`config.mk`:
```
export PLATFORM = sky130hd
export DESIGN_NAME = reg_share_arbiter
export DESIGN_NICKNAME = d
export VERILOG_FILES = /design/src/rtl/reg_share_arbiter_pkg.sv /design/src/rtl/reg_share_arbiter_rr_grant.sv /design/src/rtl/reg_share_arbiter.sv
export SDC_FILE = /design/constraint.sdc
export NUM_CORES = 1
export LEC_CHECK = 0
export BUFFER_PORTS_ARGS = -buffer_cell sky130_fd_sc_hd__buf_2
export CAP_MARGIN = 20
export CORE_UTILIZATION = 45
export CTS_CLUSTER_SIZE = 20
export DETAILED_ROUTE_END_ITERATION = 8
export PLACE_DENSITY = 0.94
export SETUP_SLACK_MARGIN = 0.3
export SYNTH_ARGS = -nofsm -noshare
export SYNTH_HDL_FRONTEND = slang
export SYNTH_SLANG_ARGS = --single-unit
```
`constraint.sdc`:
```
create_clock -name CLK -period 3.25 [get_ports CLK]
set_input_delay 0.1625 -clock CLK [delete_from_list [all_inputs] [get_ports CLK]]
set_output_delay 0.1625 -clock CLK [all_outputs]
set_load 0.03 [all_outputs]
```
`src/rtl/reg_share_arbiter_pkg.sv`:
```
// ---------------------------------------------------------------------------
// reg_share_arbiter_pkg
//
// Purpose:
//   Shared constants, helper function and types for the register-sharing
//   round-robin arbiter (reg_share_arbiter) and its grant encoder (rr_grant).
//
// Contents:
//   DEFAULT_N_REQ  - default number of requesters
//   DEFAULT_WIDTH  - default data width per requester
//   id_width(n)    - width needed to hold a requester index for n requesters
//   DEFAULT_ID_W   - index width for the default configuration
//   req_id_t       - requester index type for the default configuration
// ---------------------------------------------------------------------------
package reg_share_arbiter_pkg;

    localparam int DEFAULT_N_REQ = 4;
    localparam int DEFAULT_WIDTH = 8;

    // A single requester would give $clog2(1) == 0, which is not a legal
    // vector width, so the index is never narrower than one bit.
    function automatic int id_width(input int n);
        return (n < 2) ? 1 : $clog2(n);
    endfunction

    localparam int DEFAULT_ID_W = id_width(DEFAULT_N_REQ);

    typedef logic [DEFAULT_ID_W-1:0] req_id_t;

endpackage : reg_share_arbiter_pkg

```
`src/rtl/reg_share_arbiter_rr_grant.sv`:
```
// ---------------------------------------------------------------------------
// rr_grant
//
// Purpose:
//   Combinational rotate-priority encoder. Starting at index ptr and wrapping
//   past N_REQ-1 back to 0, it reports the first requester whose request bit
//   is set.
//
// Parameters:
//   N_REQ      - number of requesters (2..8)
//   ID_W       - width of a requester index
//
// Ports:
//   req        in   N_REQ  request bits, one per requester
//   ptr        in   ID_W   highest-priority index (must be < N_REQ)
//   grant_idx  out  ID_W   index of the winning requester (0 when none)
//   any        out  1      at least one request bit is set
// ---------------------------------------------------------------------------
module rr_grant
    import reg_share_arbiter_pkg::*;
#(
    parameter int N_REQ = DEFAULT_N_REQ,
    parameter int ID_W  = id_width(N_REQ)
) (
    input  logic [N_REQ-1:0] req,
    input  logic [ID_W-1:0]  ptr,
    output logic [ID_W-1:0]  grant_idx,
    output logic             any
);

    // Walk the requesters in priority order ptr, ptr+1, ... with an explicit
    // modulo-N_REQ wrap, so that non-power-of-two requester counts never
    // wrap through unused index values. The first set bit wins.
    always_comb begin
        int                sum;
        logic [ID_W-1:0]   idx;
        grant_idx = '0;
        any       = 1'b0;
        sum       = 0;
        idx       = '0;
        for (int k = 0; k < N_REQ; k++) begin
            sum = int'(ptr) + k;
            if (sum >= N_REQ) begin
                sum = sum - N_REQ;
            end
            idx = ID_W'(sum);
            if (!any && req[idx]) begin
                any       = 1'b1;
                grant_idx = idx;
            end
        end
    end

endmodule : rr_grant

```
`src/rtl/reg_share_arbiter.sv`:
```
// ---------------------------------------------------------------------------
// reg_share_arbiter
//
// Purpose:
//   Round-robin arbiter sharing one output register among N_REQ requesters.
//   Each cycle the register can load, one winner is chosen by rotating
//   priority, its data is captured together with its index, and the result
//   is offered downstream over a valid/ready handshake. A granted input
//   appears on the output exactly one cycle after it is accepted.
//
// Parameters:
//   N_REQ  - number of requesters (2..8), default 4
//   WIDTH  - data width per requester, default 8
//   ID_W   - requester index width, derived from N_REQ
//
// Ports:
//   CLK        in   1            clock, rising edge
//   RESET      in   1            synchronous active-high reset
//   req_valid  in   N_REQ        per-requester valid
//   req_data   in   N_REQ*WIDTH  requester i at [i*WIDTH +: WIDTH]
//   req_ready  out  N_REQ        one-hot-or-zero accept
//   out_valid  out  1            output register holds data
//   out_data   out  WIDTH        registered winner data
//   out_id     out  ID_W         index of the requester that supplied out_data
//   out_ready  in   1            downstream accept
//
// Build option:
//   REG_SHARE_ARBITER_ASSERT_EN - when defined, concurrent assertions on the
//   accept encoding, the one-cycle latency and output stability under
//   backpressure are compiled in. Ports and behaviour do not change.
// ---------------------------------------------------------------------------
module reg_share_arbiter
    import reg_share_arbiter_pkg::*;
#(
    parameter int N_REQ = DEFAULT_N_REQ,
    parameter int WIDTH = DEFAULT_WIDTH,
    parameter int ID_W  = id_width(N_REQ)
) (
    input  logic                   CLK,
    input  logic                   RESET,
    input  logic [N_REQ-1:0]       req_valid,
    input  logic [N_REQ*WIDTH-1:0] req_data,
    output logic [N_REQ-1:0]       req_ready,
    output logic                   out_valid,
    output logic [WIDTH-1:0]       out_data,
    output logic [ID_W-1:0]        out_id,
    input  logic                   out_ready
);

    // Output register and round-robin pointer, with their next-state values.
    logic             out_valid_q, out_valid_d;
    logic [WIDTH-1:0] out_data_q,  out_data_d;
    logic [ID_W-1:0]  out_id_q,    out_id_d;
    logic [ID_W-1:0]  ptr_q,       ptr_d;

    logic             loadEn;
    logic [ID_W-1:0]  grantIdx;
    logic             grantAny;
    logic [WIDTH-1:0] dataArr [N_REQ];

    // Unpack the flat data bus so the winner can be selected by index.
    for (genvar i = 0; i < N_REQ; i++) begin : gUnpack
        assign dataArr[i] = req_data[i*WIDTH +: WIDTH];
    end

    rr_grant #(
        .N_REQ     (N_REQ),
        .ID_W      (ID_W)
    ) uGrant (
        .req       (req_valid),
        .ptr       (ptr_q),
        .grant_idx (grantIdx),
        .any       (grantAny)
    );

    // The register may take new data when it is empty or is being drained on
    // this same edge, which is what gives back-to-back transfers with no
    // bubble. Folding RESET in keeps req_ready low throughout reset.
    assign loadEn = !RESET && (!out_valid_q || out_ready);

    // Accept only the current winner, and only when the register can load.
    always_comb begin
        req_ready = '0;
        if (loadEn && grantAny) begin
            req_ready[grantIdx] = 1'b1;
        end
    end

    // Next-state logic. A load with no requester empties the register but
    // keeps the last data, index and pointer; a stall holds everything.
    always_comb begin
        out_valid_d = out_valid_q;
        out_data_d  = out_data_q;
        out_id_d    = out_id_q;
        ptr_d       = ptr_q;
        if (loadEn) begin
            if (grantAny) begin
                out_valid_d = 1'b1;
                out_data_d  = dataArr[grantIdx];
                out_id_d    = grantIdx;
                ptr_d       = (grantIdx == ID_W'(N_REQ - 1)) ? '0
                                                             : grantIdx + ID_W'(1);
            end else begin
                out_valid_d = 1'b0;
            end
        end
    end

    // State registers with synchronous reset; a reset discards any pending
    // output and restarts the rotation at requester 0.
    always_ff @(posedge CLK) begin
        if (RESET) begin
            out_valid_q <= 1'b0;
            out_data_q  <= '0;
            out_id_q    <= '0;
            ptr_q       <= '0;
        end else begin
            out_valid_q <= out_valid_d;
            out_data_q  <= out_data_d;
            out_id_q    <= out_id_d;
            ptr_q       <= ptr_d;
        end
    end

    assign out_valid = out_valid_q;
    assign out_data  = out_data_q;
    assign out_id    = out_id_q;

`ifdef REG_SHARE_ARBITER_ASSERT_EN
    // At most one requester is accepted per cycle.
    aReadyOnehot: assert property (@(posedge CLK) disable iff (RESET)
        $onehot0(req_ready));

    // An accepted request shows up on the output, tagged, one cycle later.
    for (genvar i = 0; i < N_REQ; i++) begin : gAssertLatency
        aLatency: assert property (@(posedge CLK) disable iff (RESET)
            req_valid[i] && req_ready[i] |-> ##1 (out_valid && out_id == ID_W'(i)));
    end

    // Held output stays put while downstream applies backpressure.
    aStableStall: assert property (@(posedge CLK) disable iff (RESET)
        out_valid && !out_ready |-> ##1 (out_valid && $stable(out_data) && $stable(out_id)));
`endif

endmodule : reg_share_arbiter

```
---- Word level (Yosys, flattened, before mapping) ----
Index checks and enable logic that the tools add are counted.
storage, ports and cells
  memory bits (read-only) ................. 0
  bits of input ports ..................... 39
  bits in latches ......................... 0
  flip-flop bits (word level) ............. 13
  memories kept ........................... 0
  output and inout bits ................... 15
  memory bits (writable) .................. 0
operators by class
  equality and inequality tests ........... 1
  muxes and demuxes ....................... 28
  order comparisons ....................... 11
  multiply operators ...................... 0
  add/sub/neg operators ................... 8
  shifts and indexed selects .............. 0
  bitwise gates (word level) .............. 1
  div/mod/pow operators ................... 0
  reduce and logical (&&, ||, !) cells .... 13
operators by type and width
  cell                                                                    number
  2-bit two-way mux                                                       9
  8-bit binary-select mux with 2-bit select                               1
  8-bit two-way mux                                                       2
  2-bit by 3-bit < comparator with 1-bit output (second input constant)   5
  3-bit >= comparator (second input constant)                             4
  1-bit two-way mux                                                       10
  1-bit binary-select mux with 2-bit select                               4
  2-bit by 1-bit subtractor with 2-bit output (second input constant)     4
  2-bit by 2-bit adder with 3-bit output (second input constant)          2
  1-bit logical AND                                                       6
  1-bit logical NOT                                                       5
  4-bit two-way mux                                                       1
  2-bit by 1-bit adder with 3-bit output (second input constant)          1
  2-bit by 3-bit >= comparator with 1-bit output (second input constant)  1
  2-bit NOT with 3-bit output                                             1
  2-bit by 1-bit adder with 2-bit output (second input constant)          1
  1-bit demux with 2-bit select                                           1
  2-bit equality test (second input constant)                             1
  2-bit by 1-bit >= comparator with 1-bit output (second input constant)  1
  2-bit AND reduction                                                     1
  1-bit logical OR                                                        1

---- Depth between registers and ports, before layout ----
Gate-level depths: netlist (run 1).
  depth after elaboration ................. 19
  depth in mapped cells ................... 7

---- Modules after synthesis ----
A second synthesis (run 1) with hierarchy kept.
second synthesis, totals
  cells, all modules ...................... 94
  area total of the unflattened synthesis .. 877.1 µm²
by module, submodules not included
  module             cells each  area an instance (µm²)  sequential area each (µm²)  instances
  reg_share_arbiter  79          799.5                   260.2                       1
  rr_grant           15          77.6                    0.0                         1

---- Worst setup path after synthesis (run 1) ----
OpenSTA, ideal clock, no wires.
  kind .................................... reg-to-output
  from .................................... reg out_valid_q, in the netlist out_valid
  to ...................................... out req_ready[0]
  arrival time ............................ 1677 ps
  cell stages (with the launch flop) ...... 8
  slack ................................... 1410 ps
  path buffers ............................ 2
  data required time ...................... 3087 ps
  path through ............................ dfxtp_1 nor2b_1 or3_1 buf_6 clkinv_4 nand2b_4 buf_6 nor2_1
between the ends
  word-level cells in the longest chain between the ends .. 5
ends and longest elaborated chain
  item                    RTL line                  source
  start, declared         reg_share_arbiter.sv:51   logic out_valid_q, out_valid_d;
  start signal, assigned  reg_share_arbiter.sv:118  out_valid_q <= out_valid_d;
  1-bit logical NOT       reg_share_arbiter.sv:79   assign loadEn = !RESET && (!out_valid_q || out_ready);
  1-bit logical OR        reg_share_arbiter.sv:79
  1-bit logical AND       reg_share_arbiter.sv:79
  1-bit logical AND       reg_share_arbiter.sv:84   if (loadEn && grantAny) begin
  4-bit two-way mux       reg_share_arbiter.sv:84
  end, declared           reg_share_arbiter.sv:43   output logic [N_REQ-1:0] req_ready,
No other way between the ends.

---- Worst setup path after layout (run 1) ----
  from .................................... reg ptr_q[1]
  to ...................................... out req_ready[3]
between the ends
  word-level cells in the longest chain between the ends .. 19
  elaborated cells on any way between the ends .. 44
  those cells by class .................... 7 x add/sub; 6 x order compare; 23 x mux; 8 x reduce/logical
ends and longest elaborated chain
  item                                                                             RTL line                  source
  start, declared                                                                  reg_share_arbiter.sv:54   logic [ID_W-1:0] ptr_q, ptr_d;
  start signal, assigned                                                           reg_share_arbiter.sv:121  ptr_q <= ptr_d;
  branches (longest 18 deep; another with 2-bit by 1-bit adder with 3-bit output)  n/a
  4-bit two-way mux (*)                                                            reg_share_arbiter.sv:84
Every way passes the cells marked *. The select of a mux whose other input is x is not followed.

==> reports/metrics.cfg, run 1 <==
[logic_synthesis]
avgSynthCellArea_sq_um = 9.437
yosys.area.top_type = dfxtp_1
synthDistinctLibCells = 33
synthCells = 94
synth_flop_cell = dfxtp_1
synth_compound_area_frac = 0.2130
yosys-top-cells-area = dfxtp_1 (29%), mux2i_1 (18%), o221ai_1 (7.9%), nand3b_1 (6.8%), buf_6 (6.3%)
ys_async_sr_fraction = 0
ys_seq_area_frac = 0.2934
synth_edf_count = 0
synth_seq_cells = 13
yosys.area_share.simple = 0.2003
synth_fa_ha_area_frac = 0
synth_top_area_frac = 0.2934
synth_top_family_by_area = compound AO/OA/AOI/OAI gates
synth_xor_xnor_area_share = 0.009873
syn-num-nets = 133
synth_mux_area_frac = 0.1932
syn-cell-area_sq_um = 887.1
yosysWarnings = 0

[final_layout]
drive_gt1_frac = 0.4345
syn2layout_area_growth_pct = 29.62
fillers = 155
fin_util = 0.6449
nets = 185
n_antenna_cell = 0

[run]
cap_violations = 0

[clock_network]
postCtsHoldBufs = 0
post_cts_resized = 0
cts.path.max_buffers = 2
ctsHtreeMaxLevel = 1
numCtsBuffers = 3
clock_sinks = 13
cts_tree = built
clk_pin_slew_worst_paths_ps = 80
clockRootBuffer = clkbuf_4
clk_latency_ps = 280
cts_setup_buffers = 0

[grt]
antenna_found_initial = 0
grt_busiest_layer = met2
gr-total-overflow = 0
grt_pass1_vias = 722
grt_max_degree = 22
use_met1 = 0.2264
grt_use_met3 = 0.03922
use_met2 = 0.3417
track_usage = 0.1961
grt_first_pass_wirelength_mm = 3.008

[setup_path]
startpoint_type = register
cp-endpoint = req_ready[3]
worst-path-max-fanout = 10
r2r-end = out_data[7]
crit_type = register to primary output
cp.required_ps = 3090
r2r_cells = 5
crit_arrival_ps = 1880
r2r_slack_ps = 1580
critPathLaunch = ptr_q[1]
r2r-start = ptr_q[1]
end_kind = primary output

[drt]
wl_per_cell_um = 12.91
drc = 0
first_pass_iters = 4
drt_iter0_drc = 9
post_drt_via_cell_ratio = 5.406
via_count = 919
ant_nets = 0
wirelength_mm = 2.194

[timing]
slew_viol_final = 0
fin_setup_tns_ps = 0
hold_viol = 0
post-route-min-period_ps = 2040
rsz0062_at_grt = false
worst_slew_pin_slew_ps = 372.8
hold_ws_ps = 180.7
timing.fmax_mhz = 490.1
finalClockSkew_ps = 5.595
fin_crit_sh = 0.6278
setup_viol = 0
slew_headroom = 0.7515
worst_slack_ps = 1210

[placed_design]
place.gp.congestion = 0.7256
dp_hpwl_mm = 1.712
pre_cts_ws_ps = 1455
numPortBuffers = 53

[power_and_ir_drop]
sw_frac_of_total = 0.3927
p_seq_frac = 0.377
power_frac_clock = 0.190
p_per_area_nw_per_um2 = 472.3
worst_ir_drop_vdd_v = 0.0002212
switching_power_uw = 213.3
leakagePower_uw = 0.0005466
power_frac_comb = 0.434
finalPower_uw = 543.0
intPower_uw = 329.8

[floorplanning]
dieWidth_um = 46.40
die_y_um = 46.40
initial_core_util = 0.4975
core-area_sq_um = 1783
rows = 15
die-area_sq_um = 2153
io-pin-count = 54

[run_status]
outcome = finished clean

[worst_hold_path]
holdCritStartpoint = RESET
hold_class = input pin to register

## worst max-delay path, stage by stage, from the launching register on
cell     delay (ps)
dfxtp_1         470
mux2_2          380
a21oi_2         250
nand2_2         180
nor2_1          110
buf_2           200
## through the flow
step                      instance area, sq um  cells
after CTS                                 1150    170
final                                     1150    170
after global routing                      1150    170
after floorplan                          887.1     94
after detailed placement                  1124    166
after global placement                    1124    166
## synthesized netlist by cell type, types with 2 or more instances
library cell / n
o221ai_1: 8
nand2b_1: 2
buf_6: 5
dfxtp_1: 13
o21ai_1: 2
a21oi_1: 6
mux2i_1: 16
nand2_1: 3
nor2_1: 6
or2b_1: 2
nand3b_1: 8
inv_1: 2
## registers in the layout, indices dropped and copies added, names as in the netlist
register   count
out_valid      1
ptr_q          2
out_data       8
out_id         2
## logic make-up after synthesis
logic type	Yosys count
AND/OR/NAND/NOR	28
flip-flops	13
AO/OA/AOI/OAI	25
multiplexers	17
buffers and inverters	10
XOR/XNOR	1
## layer usage
layer,vias up,share of wire
li1,454,-
met1,420,0.42
met2,40,0.49
met3,5,0.076
met4,0,0.015
met5,-,0
## layout by cell type (no fill, tap or decap)
cell / count
buf_2: 53
mux2i_1: 16
dfxtp_1: 13
nand3b_1: 8
o221ai_1: 8
a21oi_1: 6
nor2_1: 6
nand2_1: 3
clkbuf_4: 3
inv_1: 2
o21ai_1: 2
nand2b_1: 2
or2b_1: 2
o2bb2a_4: 1
clkinv_1: 1
mux2_2: 1
a21boi_1: 1
o22ai_1: 1
a21oi_2: 1
nor4_2: 1
nor2b_1: 1
or3_1: 1
clkinv_4: 1
nand2b_4: 1
nand2_2: 1
xnor2_1: 1
o32ai_1: 1
o21ai_0: 1
nor3_1: 1
and3_1: 1
a21o_1: 1
a31oi_1: 1
a311oi_1: 1
clkbuf_1: 1
## worst min path at each step
stage                     end  cells past startpoint  slack (ps)
floorplan           out_valid                      2         320
global placement    out_id[1]                      2         450
detailed placement  out_id[1]                      2         450
CTS                 out_id[1]                      2         180
global route        out_id[1]                      2         190
finish              out_id[1]                      2         180
## layout make-up
class	instances	area [sq um]	share of cell area
Sequential cell	13	260.3	0.2263
Timing Repair Buffer	53	265.3	0.2307
Multi-Input combinational cell	71	546.8	0.4755
Clock buffer	4	26.28	0.02285
Inverter	4	20.02	0.01741
Tap cell	25	31.28	0.02720
## power groups by stage
stage / clock (uW) / combinational, uW / sequential, uW
floorplan: 0 / 140 / 249
global placement: 0 / 229 / 207
detailed placement: 0 / 237 / 208
CTS: 105 / 237 / 204
global route: 111 / 254 / 207
finish: 103 / 236 / 204
No activity file was read; power rests on OpenSTA's default activity.
==> run 2, diff against run 1 <==
--- a/config.mk
+++ b/config.mk
@@ -5,12 +5,14 @@
 export SDC_FILE = /design/constraint.sdc
 export NUM_CORES = 1
 export LEC_CHECK = 0
+export ABC_AREA = 1
 export BUFFER_PORTS_ARGS = -buffer_cell sky130_fd_sc_hd__buf_2
 export CAP_MARGIN = 20
-export CORE_UTILIZATION = 45
+export CORE_ASPECT_RATIO = 1.75
+export CORE_UTILIZATION = 47
 export CTS_CLUSTER_SIZE = 20
 export DETAILED_ROUTE_END_ITERATION = 8
-export PLACE_DENSITY = 0.94
+export PLACE_DENSITY = 0.91
 export SETUP_SLACK_MARGIN = 0.3
 export SYNTH_ARGS = -nofsm -noshare
 export SYNTH_HDL_FRONTEND = slang
==> constraint.sdc (replaced) <==
create_clock -name CLK -period 2.13 [get_ports CLK]
set_input_delay 0.1065 -clock CLK [delete_from_list [all_inputs] [get_ports CLK]]
set_output_delay 0.1065 -clock CLK [all_outputs]
set_load 0.03 [all_outputs]
==> reports/metrics.cfg, run 2 <==
[run_status]
outcome = finished clean  ; unchanged

[clock_network]
clock_sinks = 13  ; unchanged
clk_latency_ps = 240  ; was 280 ps
clockRootBuffer = clkbuf_8  ; was clkbuf_4
clk_pin_slew_worst_paths_ps = 50  ; was 80 ps
postCtsHoldBufs = 0  ; unchanged
cts_tree = built  ; unchanged
numCtsBuffers = 3  ; unchanged
ctsHtreeMaxLevel = 1  ; unchanged
cts.path.max_buffers = 2  ; unchanged

[power_and_ir_drop]
p_seq_frac = 0.111  ; was 0.377
power_frac_comb = 0.835  ; was 0.434
worst_ir_drop_vdd_v = 0.001211  ; was 0.0002212 V
intPower_uw = 1780  ; was 329.8 uW
power_frac_clock = 0.054  ; was 0.190
leakagePower_uw = 0.001063  ; was 0.0005466 uW
switching_power_uw = 2183  ; was 213.3 uW
p_per_area_nw_per_um2 = 2159  ; was 472.3 nW/um^2
sw_frac_of_total = 0.5509  ; was 0.3927

[logic_synthesis]
yosysWarnings = 0  ; unchanged
synthDistinctLibCells = 20  ; was 33
yosysMostFrequentCell = nand2_1  ; was mux2i_1
ys_async_sr_fraction = 0  ; unchanged
yosys-top-cells-area = nand2_1 (32%), dfxtp_1 (22%), nand4_1 (8.5%), nand3_1 (7.2%), nand2_2 (6.9%)  ; was dfxtp_1 (29%), mux2i_1 (18%), o221ai_1 (7.9%), nand3b_1 (6.8%), buf_6 (6.3%)
synth_common_cells = nand2_1 (99), nand3_1 (17), nand4_1 (16), dfxtp_1 (13), nand2_2 (13)  ; was mux2i_1 (16), dfxtp_1 (13), nand3b_1 (8), o221ai_1 (8)
synth_top_area_frac = 0.3160  ; was 0.2934
syn-num-nets = 242  ; was 133
syn-cell-area_sq_um = 1176  ; was 887.1 sq um
ys_seq_area_frac = 0.2213  ; was 0.2934
avgSynthCellArea_sq_um = 5.794  ; was 9.437 sq um
synth_flop_cell = dfxtp_1  ; unchanged
synth_edf_count = 0  ; unchanged
synthCells = 203  ; was 94
synth_seq_cells = 13  ; unchanged
yosys.area.top_type = nand2_1  ; was dfxtp_1

[floorplanning]
core-area_sq_um = 2331  ; was 1783 sq um
io-pin-count = 54  ; unchanged
die-area_sq_um = 2714  ; was 2153 sq um
dieWidth_um = 39.82  ; was 46.40 um
rows = 23  ; was 15
initial_core_util = 0.5046  ; was 0.4975
die_y_um = 68.18  ; was 46.40 um

[final_layout]
final_common_cell = nand2_1  ; was buf_2
most-common-layout-cells = nand2_1 (80), buf_2 (49), nand2_2 (23)  ; was buf_2 (53), mux2i_1 (16), dfxtp_1 (13)
fillers = 174  ; was 155
largest_register_ff_count = 8  ; unchanged
ff_latch_area_sq_um = 267.8  ; was 260.3 sq um
nets = 311  ; was 185
syn2layout_area_growth_pct = 56.06  ; was 29.62%
n_antenna_cell = 0  ; unchanged
multi_input_area_sq_um = 923.4  ; was 546.8 sq um
drive_gt1_frac = 0.4871  ; was 0.4345
fin_area_sq_um = 1836  ; was 1150 sq um

[timing]
worst_slack_ps = 205.3  ; was 1210 ps
slew_headroom = 0.7319  ; was 0.7515
finalClockSkew_ps = 3.399  ; was 5.595 ps
hold_viol = 0  ; unchanged
fin_setup_tns_ps = 0  ; unchanged
slew_viol_final = 0  ; unchanged
worst_slew_pin_slew_ps = 402.2  ; was 372.8 ps
post-route-min-period_ps = 1925
rsz0062_at_grt = true  ; was false
setup_viol = 0  ; unchanged
timing.fmax_mhz = 519.6
fin_crit_sh = 0.9036

[placed_design]
numPortBuffers = 53  ; unchanged
pre_cts_ws_ps = 155.4  ; was 1455 ps
dp_hpwl_mm = 2.554  ; was 1.712 mm
dpl_cell_area_sq_um = 1460  ; was 1124 sq um
place.gp.congestion = 0.8440  ; was 0.7256

[setup_path]
crit_arrival_ps = 2060  ; was 1880 ps
critPathMaxStageDelay_ps = 380  ; was 470 ps
end_kind = register  ; was primary output
crit_family = simple AND/OR/NAND/NOR gates  ; was flip-flops
cp_slowest_cell = dfxtp_4  ; was dfxtp_1
path_common_cell = nand2_1
cp.required_ps = 2260  ; was 3090 ps
crit_type = register to register  ; was register to primary output
startpoint_type = register  ; unchanged
r2r_slack_ps = 210  ; was 1580 ps
worst-path-max-fanout = 9  ; was 10
crit_buf_inv = 3  ; was 1
path_cells = inv_6 -> nand2_1 -> nand3_2 -> nand2_2 -> nor2_4 -> nand3_4 -> buf_4 -> buf_4 -> nand4_1 -> nand2_1 -> nand2_1 -> nand2_1 -> nand2_1 -> nand2_1  ; was mux2_2 -> a21oi_2 -> nand2_2 -> nor2_1 -> buf_2

[drt]
drc = 0  ; unchanged
wirelength_mm = 4.095  ; was 2.194 mm
wl_per_cell_um = 13.83  ; was 12.91 um
first_pass_iters = 4  ; unchanged
post_drt_via_cell_ratio = 5.351  ; was 5.406
ant_nets = 0  ; unchanged
via_count = 1584  ; was 919
drt_iter0_drc = 66  ; was 9

[run]
cap_violations = 0  ; unchanged

[grt]
grt_max_degree = 17  ; was 22
grt_pass1_vias = 1418  ; was 722
track_usage = 0.2969  ; was 0.1961
gr-total-overflow = 0  ; unchanged
antenna_found_initial = 0  ; unchanged
grt_first_pass_wirelength_mm = 5.671  ; was 3.008 mm

[worst_hold_path]
hold_class = input pin to register  ; unchanged

[run 2: cell types whose count changed after synthesis, sizes merged, moves of 3 or more]
cell,previous run,this run
nor2,6,9
nand2,4,113
o21ai,3,0
nand3b,8,0
o221ai,8,0
inv,2,16
buf,5,9
nand4,0,16
mux2i,16,0
nand2b,3,0
nand3,0,20
[run 2: worst reg2reg max path, cell delays in order (launching register included)]
cell     delay (ps)
dfxtp_4         380
inv_6           100
nand2_1         100
nand3_2         100
nand2_2         100
nor2_4          150
nand3_4         140
buf_4           170
buf_4           140
nand4_1          80
nand2_1          80
nand2_1          70
nand2_1          70
nand2_1          80
nand2_1          50
[run 2: path summary, 6_finish.rpt]
check | start | endpoint | cells after the start
setup reg to reg | ptr_q[0] | out_data[2] | 14
hold reg to reg | out_data[0] | out_data[0] | 2
hold / removal | RESET | out_valid | 2
setup / recovery | ptr_q[0] | out_data[2] | 14
[run 2: metrics by stage]
| step | utilization | std cells | hold slack (ps) | total power (uW) |
|---|---|---|---|---|
| after detailed placement | 0.6264 | 280 | 339.5 | 2761 |
| after global placement | 0.6264 | 280 | 338.7 | 2724 |
| after CTS | 0.7236 | 293 | 84.47 | 3401 |
| final | 0.7874 | 296 | 87.12 | 3963 |
| after global routing | 0.7874 | 296 | 97.17 | 4224 |
| after floorplan | - | 203 | 175.6 | 2375 |
[run 2: final cells by class]
class	count	area share
tap	25	0.01704
sequential	13	0.1459
multi-input combinational	164	0.5031
timing repair buffer	73	0.2693
clock buffer	4	0.02454
inverter	17	0.04022
[run 2: logic make-up after synthesis]
logic type      after synthesis  share of synthesized area
flops                        13                     0.2213
compound gates                6                    0.02660
buf+inv                      26                     0.1181
simple gates                158                     0.6340
[run 2: per-layer routing]
| metal | routed length, um | GRT usage | share of wire | vias up |
|---|---|---|---|---|
| li1 | - | - | - | 788 |
| met5 | 0 | 0 | 0 | - |
| met2 | 2295 | 0.5266 | 0.56 | 55 |
| met3 | 158 | 0.04545 | 0.039 | 12 |
| met1 | 1536 | 0.3112 | 0.38 | 729 |
| met4 | 105 | 0.1681 | 0.026 | 0 |
[run 2: power by group through the flow]
stage	clock, uW	sequential [uW]	combinational, uW
detailed placement	0	413	2350
global route	226	450	3550
global placement	0	411	2310
CTS	220	424	2760
finish	215	439	3310
floorplan	0	529	1850
[run 2: repair_timing]
| action | in CTS | in global routing |
|---|---|---|
| setup buffers | 9 | 2 |
| setup endpoints to repair | 13 | 12 |
| cloned | 0 | 1 |
| pin swaps | 15 | 15 |
| gates resized for setup | 37 | 29 |
